[config.mk]
export PLATFORM = sky130hd
export DESIGN_NAME = wram_dma
export DESIGN_NICKNAME = d
export VERILOG_FILES = /design/src/rtl/nes_mem_pkg.sv /design/src/rtl/rv_req_toggle.sv /design/src/rtl/wram_dma.sv
export SDC_FILE = /design/constraint.sdc
export NUM_CORES = 1
export LEC_CHECK = 0
export CAP_MARGIN = 10
export CORE_UTILIZATION = 50
export CTS_BUF_LIST = sky130_fd_sc_hd__clkbuf_8
export CTS_CLUSTER_DIAMETER = 100
export DETAILED_ROUTE_END_ITERATION = 10
export PLACE_DENSITY = 0.95
export SLEW_MARGIN = 0
export SYNTH_ARGS = -nofsm -noshare
export SYNTH_HDL_FRONTEND = slang
export SYNTH_SLANG_ARGS = --single-unit
[constraint.sdc]
create_clock -name clk -period 4.13 [get_ports clk]
set_input_delay 0.413 -clock clk [delete_from_list [all_inputs] [get_ports clk]]
set_output_delay 0.413 -clock clk [all_outputs]
set_load 0.03 [all_outputs]
[src/rtl/nes_mem_pkg.sv]
// Shared NES memory-map constants, transfer direction codes and the WRAM DMA state type.
package nes_mem_pkg;

  localparam logic [22:0] WRAM_RV_BASE = 23'h66000;
  localparam int          WRAM_SIZE    = 8192;

  localparam logic DIR_SAVE = 1'b0;
  localparam logic DIR_LOAD = 1'b1;

  typedef enum logic [2:0] {
    ST_IDLE,
    ST_FETCH,
    ST_ISSUE,
    ST_WAIT_ACK,
    ST_CAPTURE,
    ST_PUSH,
    ST_DONE
  } dma_state_t;

endpackage

[src/rtl/rv_req_toggle.sv]
// Toggle-handshake initiator for the arbiter RV port: owns rv_req, holds address/data
// stable while a request is outstanding, and strobes read-data-valid one cycle after ack.
module rv_req_toggle
  import nes_mem_pkg::*;
#(
  parameter logic [22:0] RST_ADDR = WRAM_RV_BASE
) (
  input  logic        clk,
  input  logic        reset,
  input  logic        i_issue,
  input  logic [22:0] i_addr,
  input  logic        i_we,
  input  logic        i_din_load,
  input  logic [7:0]  i_din,
  input  logic        i_rv_req_ack,
  output logic [22:0] o_rv_addr,
  output logic        o_rv_we,
  output logic [15:0] o_rv_din,
  output logic        o_rv_req,
  output logic        o_idle,
  output logic        o_rd_valid
);

  logic        r_req;
  logic        r_we;
  logic        r_pend;
  logic        r_rd_valid;
  logic [22:0] r_addr;
  logic [15:0] r_din;
  logic        w_idle;

  assign w_idle = (r_req == i_rv_req_ack);

  always_ff @(posedge clk) begin
    if (reset) begin
      r_req      <= 1'b0;
      r_we       <= 1'b0;
      r_pend     <= 1'b0;
      r_rd_valid <= 1'b0;
      r_addr     <= RST_ADDR;
      r_din      <= 16'h0000;
    end else begin
      r_rd_valid <= 1'b0;
      // a new toggle is only legal once the previous one has been acknowledged
      if (i_issue && w_idle) begin
        r_req  <= ~r_req;
        r_addr <= i_addr;
        r_we   <= i_we;
        r_pend <= 1'b1;
      end else if (r_pend && w_idle) begin
        r_pend     <= 1'b0;
        r_rd_valid <= ~r_we;
      end
      if (i_din_load) begin
        r_din <= {8'h00, i_din};
      end
    end
  end

  assign o_rv_addr  = r_addr;
  assign o_rv_we    = r_we;
  assign o_rv_din   = r_din;
  assign o_rv_req   = r_req;
  assign o_idle     = w_idle;
  assign o_rd_valid = r_rd_valid;

endmodule

[src/rtl/wram_dma.sv]
// WRAM image streamer on the RV toggle port: load (stream -> WRAM) or save (WRAM -> stream).
// Define WRAM_DMA_CHECKSUM_EN to add the 8-bit o_checksum output.
//
// state     | meaning
// IDLE      | waiting for i_start with the handshake idle
// FETCH     | load: waiting for a stream byte
// ISSUE     | toggle rv_req for byte at BASE_ADDR+count
// WAIT_ACK  | waiting for rv_req_ack to match
// CAPTURE   | save: read data valid on rv_dout this cycle
// PUSH      | save: holding o_m_data until i_m_ready
// DONE      | one-cycle o_done pulse
module wram_dma
  import nes_mem_pkg::*;
#(
  parameter logic [22:0] BASE_ADDR = WRAM_RV_BASE,
  parameter int          LEN       = WRAM_SIZE,
  parameter int          CNT_W     = 13
) (
  input  logic        clk,
  input  logic        reset,
  input  logic        i_start,
  input  logic        i_dir,
  output logic        o_busy,
  output logic        o_done,
  output logic        o_wram_load_ongoing,
  input  logic [7:0]  i_s_data,
  input  logic        i_s_valid,
  output logic        o_s_ready,
  output logic [7:0]  o_m_data,
  output logic        o_m_valid,
  input  logic        i_m_ready,
`ifdef WRAM_DMA_CHECKSUM_EN
  output logic [7:0]  o_checksum,
`endif
  output logic [22:0] rv_addr,
  output logic        rv_word,
  output logic [15:0] rv_din,
  output logic [1:0]  rv_ds,
  output logic        rv_we,
  output logic        rv_req,
  input  logic        rv_req_ack,
  input  logic [15:0] rv_dout
);

  dma_state_t       r_state;
  logic             r_dir;
  logic [CNT_W-1:0] r_count;
  logic             r_done;
  logic             r_load_ongoing;
  logic             r_s_ready;
  logic             r_m_valid;
  logic [7:0]       r_m_data;
`ifdef WRAM_DMA_CHECKSUM_EN
  logic [7:0]       r_sum;
`endif

  logic        w_idle;
  logic        w_rd_valid;
  logic        w_last;
  logic        w_issue;
  logic        w_din_load;
  logic [22:0] w_addr;
  logic        w_unused_dout_hi;

  assign w_last     = (r_count == CNT_W'(LEN - 1));
  assign w_issue    = (r_state == ST_ISSUE);
  assign w_din_load = (r_state == ST_FETCH) && i_s_valid;
  assign w_addr     = BASE_ADDR + 23'(r_count);
  assign w_unused_dout_hi = ^rv_dout[15:8];

  rv_req_toggle #(
    .RST_ADDR(BASE_ADDR)
  ) u_req (
    .clk         (clk),
    .reset       (reset),
    .i_issue     (w_issue),
    .i_addr      (w_addr),
    .i_we        (r_dir),
    .i_din_load  (w_din_load),
    .i_din       (i_s_data),
    .i_rv_req_ack(rv_req_ack),
    .o_rv_addr   (rv_addr),
    .o_rv_we     (rv_we),
    .o_rv_din    (rv_din),
    .o_rv_req    (rv_req),
    .o_idle      (w_idle),
    .o_rd_valid  (w_rd_valid)
  );

  always_ff @(posedge clk) begin
    if (reset) begin
      r_state        <= ST_IDLE;
      r_dir          <= DIR_SAVE;
      r_count        <= '0;
      r_done         <= 1'b0;
      r_load_ongoing <= 1'b0;
      r_s_ready      <= 1'b0;
      r_m_valid      <= 1'b0;
      r_m_data       <= 8'h00;
`ifdef WRAM_DMA_CHECKSUM_EN
      r_sum          <= 8'h00;
`endif
    end else begin
      r_done <= 1'b0;
      case (r_state)
        ST_IDLE: begin
          if (i_start && w_idle) begin
            r_dir   <= i_dir;
            r_count <= '0;
`ifdef WRAM_DMA_CHECKSUM_EN
            r_sum   <= 8'h00;
`endif
            if (i_dir == DIR_LOAD) begin
              r_state        <= ST_FETCH;
              r_s_ready      <= 1'b1;
              r_load_ongoing <= 1'b1;
            end else begin
              r_state <= ST_ISSUE;
            end
          end
        end
        ST_FETCH: begin
          if (i_s_valid) begin
            r_s_ready <= 1'b0;
`ifdef WRAM_DMA_CHECKSUM_EN
            r_sum     <= r_sum + i_s_data;
`endif
            r_state   <= ST_ISSUE;
          end
        end
        ST_ISSUE: r_state <= ST_WAIT_ACK;
        ST_WAIT_ACK: begin
          if (w_idle) begin
            if (r_dir == DIR_LOAD) begin
              if (w_last) begin
                r_state <= ST_DONE;
                r_done  <= 1'b1;
              end else begin
                r_count   <= r_count + CNT_W'(1);
                r_s_ready <= 1'b1;
                r_state   <= ST_FETCH;
              end
            end else begin
              r_state <= ST_CAPTURE;
            end
          end
        end
        ST_CAPTURE: begin
          if (w_rd_valid) begin
            r_m_data  <= rv_dout[7:0];
            r_m_valid <= 1'b1;
`ifdef WRAM_DMA_CHECKSUM_EN
            r_sum     <= r_sum + rv_dout[7:0];
`endif
            r_state   <= ST_PUSH;
          end
        end
        ST_PUSH: begin
          if (i_m_ready) begin
            r_m_valid <= 1'b0;
            if (w_last) begin
              r_state <= ST_DONE;
              r_done  <= 1'b1;
            end else begin
              r_count <= r_count + CNT_W'(1);
              r_state <= ST_ISSUE;
            end
          end
        end
        ST_DONE: begin
          r_load_ongoing <= 1'b0;
          r_state        <= ST_IDLE;
        end
        default: r_state <= ST_IDLE;
      endcase
    end
  end

  // busy also covers a handshake left unmatched after a lone reset
  assign o_busy              = (r_state != ST_IDLE) || !w_idle;
  assign o_done              = r_done;
  assign o_wram_load_ongoing = r_load_ongoing;
  assign o_s_ready           = r_s_ready;
  assign o_m_valid           = r_m_valid;
  assign o_m_data            = r_m_data;
  assign rv_word             = 1'b0;
  assign rv_ds               = 2'b01;
`ifdef WRAM_DMA_CHECKSUM_EN
  assign o_checksum          = r_sum;
`endif

endmodule

==> impl_metrics.py <==
metrics = {
    "synthesis": {
        "synthXorXnorAreaFrac_pct": 0.9547,
        "synth_area_leaders": "dfxtp_1 (41%), nand2_1 (8.0%), a21oi_1 (6.3%)",
        "syn_avg_cell_area_um2": 8.090,
        "synthMuxAreaShare_pct": 4.582,
        "netlist_instances": 324,
        "synthArstFlopShare_pct": 0,
        "synth-edff-count": 0,
        "synthAdderAreaFrac_pct": 0.4773,
        "synth_top_family_by_area": "simple AND/OR/NAND/NOR gates",
        "yosys_warnings": 0,
        "synthSimpleGateAreaFrac_pct": 24.01,
        "synth_compound_area_share_pct": 18.19,
        "netlist_area_mm2": 0.002621,
        "synthDistinctLibCells": 47,
        "ys_ff_latch": 54,
        "yosysTopAreaCell": "dfxtp_1",
        "yosysSeqAreaShare_pct": 41.24,
        "yosysTopAreaCellShare_pct": 41.24,
        "synth_flop_cell": "dfxtp_1",
    },
    "timing": {
        "slew_headroom_pct": 44.27,
        "post-route-min-period_ns": 2.557,
        "fin_ws_ns": 1.573,
        "hold_viol_final": 0,
        "fin_crit_sh_pct": 61.92,
        "drv_slew": 0,
        "setup_viol": 0,
        "finalSetupTns_ns": 0,
        "holdWs_ns": 0.4574,
        "fin_worst_skew_ns": 0.01005,
        "worst_slew_pin_slew_ns": 0.8321,
        "rsz0062_at_grt": "no",
        "clock.fmax_mhz": 391.1,
    },
    "critical_path": {
        "cp_max_fo": 11,
        "worst_ep_required_time_ns": 4.32,
        "arrival_ns": 2.74,
        "start_kind": "register",
        "end_kind": "register",
        "critPathKind": "reg -> reg",
    },
    "drt": {
        "ant_nets": 0,
        "vias_per_cell": 5.547,
        "wirelength_um": 5954,
        "dr.pass1.iters": 5,
        "wl_per_cell_um": 13.56,
        "drt_iter0_markers": 164,
        "route.detailed.drc": 0,
        "route.vias.total": 2435,
    },
    "hold_path": {
        "hp-class": "reg -> reg",
    },
    "global_routing": {
        "grt_pass1_wl_um": 9811,
        "antenna_found_initial": 0,
        "grt_max_degree": 47,
        "grt_pass1_vias": 2300,
        "grt_usage_pct": 23.08,
        "grt-ovfl-total": 0,
    },
    "clock_tree": {
        "numCtsBuffers": 5,
        "cts.path.max_buffers": 2,
        "cts-root-buf": "clkbuf_8",
        "cts_setup_buffers": 0,
        "cts_tree": "yes",
        "ctsHoldBuffers": 0,
        "cts_sinks": 54,
        "clk_pin_slew_worst_paths_ns": 0.10,
        "worstSkewPairLatency_ns": 0.31,
        "htreeDepth": 2,
        "ctsResizeCount": 0,
    },
    "floorplan": {
        "top_level_ports": 88,
        "dieArea_mm2": 0.005536,
        "row_count": 25,
        "die_h_um": 74.41,
        "start_util_pct": 53.72,
        "core_mm2": 0.004880,
        "dieWidth_um": 74.41,
    },
    "power_and_ir_drop": {
        "power_uw": 1284,
        "leakage_uw": 0.001097,
        "power_per_cell_area_mw_per_mm2": 395.9,
        "peakVddDrop_mv": 0.3121,
    },
    "run_status": {
        "outcome": "completed",
    },
    "final_layout": {
        "antenna_cells": 0,
        "area_growth_pct": 23.77,
        "drive_gt1_share_pct": 4.301,
        "fin_util_pct": 66.49,
        "nets": 404,
    },
    "place": {
        "gp_congestion": 0.8522,
        "place_ws_ns": 1.507,
        "hpwl_um": 4194,
        "port_buffers": 58,
    },
    "job": {
        "drv_cap": 0,
    },
}
==> per-stage QoR <==
step | instance area [µm²] | instances
after detailed placement | 3137 | 432
final | 3244 | 439
after global routing | 3244 | 439
after CTS | 3244 | 439
after global placement | 3137 | 432
after floorplan | 2693 | 343
==> power by group <==
group	switching [µW]	internal [µW]	total, µW	leakage (µW)
sequential	37.3	541	579	0.000436
clock	169	178	347	0.0000542
combinational	231	128	359	0.000607
total	437	847	1280	0.00110
==> layer usage <==
metal  wire, µm  global-route usage, %
met1       2424                  25.17
met2       2975                  40.64
met3        376                  5.691
met4        178                  13.21
met5          0                      0
==> path summary, 6_finish.rpt <==
| kind | start | cells past startpoint | to | slack, ns |
|---|---|---|---|---|
| hold / removal | u_req.o_rv_din[1] | 2 | u_req.o_rv_din[1] | 0.46 |
| hold reg to reg | u_req.o_rv_din[1] | 2 | u_req.o_rv_din[1] | 0.46 |
| setup reg to reg | r_count[0] | 6 | r_count[11] | 1.57 |
| setup / recovery | r_count[0] | 6 | r_count[11] | 1.57 |
==> flip-flops by register name, summed over array words and instances, names as in the netlist, 3 cells and up <==
signal / flops
r_count: 13
u_req.o_rv_addr: 13
o_m_data: 8
u_req.o_rv_din: 8
r_state: 3
==> critical path, cell delays in order, from the launching register on <==
cell and delay [ns]:
dfxtp_1 0.42, ha_1 0.23, nand3_1 0.20, or4_4 0.60
a31oi_1 0.67, nor3_1 0.16, mux2i_1 0.16
==> synthesized netlist by cell type (2+ instances only) <==
cell type  number
nand2_1        56
dfxtp_1        54
a21oi_1        33
nor2_1         23
buf_4          22
a31oi_1        12
mux2i_1        12
nand3_1        11
clkbuf_1       10
nand2b_1       10
inv_1           7
nor3_1          7
nand4_1         5
o21ai_0         5
o31ai_1         5
or4_1           5
buf_2           4
nor4_1          4
and3_1          3
o21a_1          3
a211oi_1        2
a21o_1          2
a41oi_1         2
conb_1          2
nor4b_1         2
or3_1           2
==> cell usage in the layout (no fill, tap or decap), types with 2 or more instances in the layout <==
cell / synthesis / layout
clkdlybuf4s50_1: 0 / 58
nand2_1: 56 / 56
dfxtp_1: 54 / 54
a21oi_1: 33 / 33
nor2_1: 23 / 23
conb_1: 2 / 21
a31oi_1: 12 / 12
mux2i_1: 12 / 12
nand3_1: 11 / 11
nand2b_1: 10 / 10
inv_1: 7 / 7
nor3_1: 7 / 7
o21ai_0: 5 / 5
nand4_1: 5 / 5
o31ai_1: 5 / 5
or4_1: 5 / 5
clkbuf_8: 0 / 5
nor4_1: 4 / 4
and3_1: 3 / 3
o21a_1: 3 / 3
buf_4: 22 / 3
a41oi_1: 2 / 2
a21o_1: 2 / 2
nor4b_1: 2 / 2
or3_1: 2 / 2
a211oi_1: 2 / 2
==> cell families (layout without fill, tap and decap cells) <==
group,after synthesis,after routing
AND/OR/NAND/NOR,132,132
AO/OA/AOI/OAI,75,75
flip-flops,54,54
buffers and inverters,46,75
multiplexers,12,12
other,2,21
XOR/XNOR,2,2
adder cells (fa/ha/maj),1,1
==> final cells by class <==
class,instances,area [µm²]
Clock buffer,5,68.82
Clock inverter,2,38.79
Fill cell,406,1635
Inverter,7,26.28
Multi-Input combinational cell,243,1343
Sequential cell,54,1081
Tap cell,67,83.83
Timing Repair Buffer,61,603.1
Power figures use the tool's default switching activity.
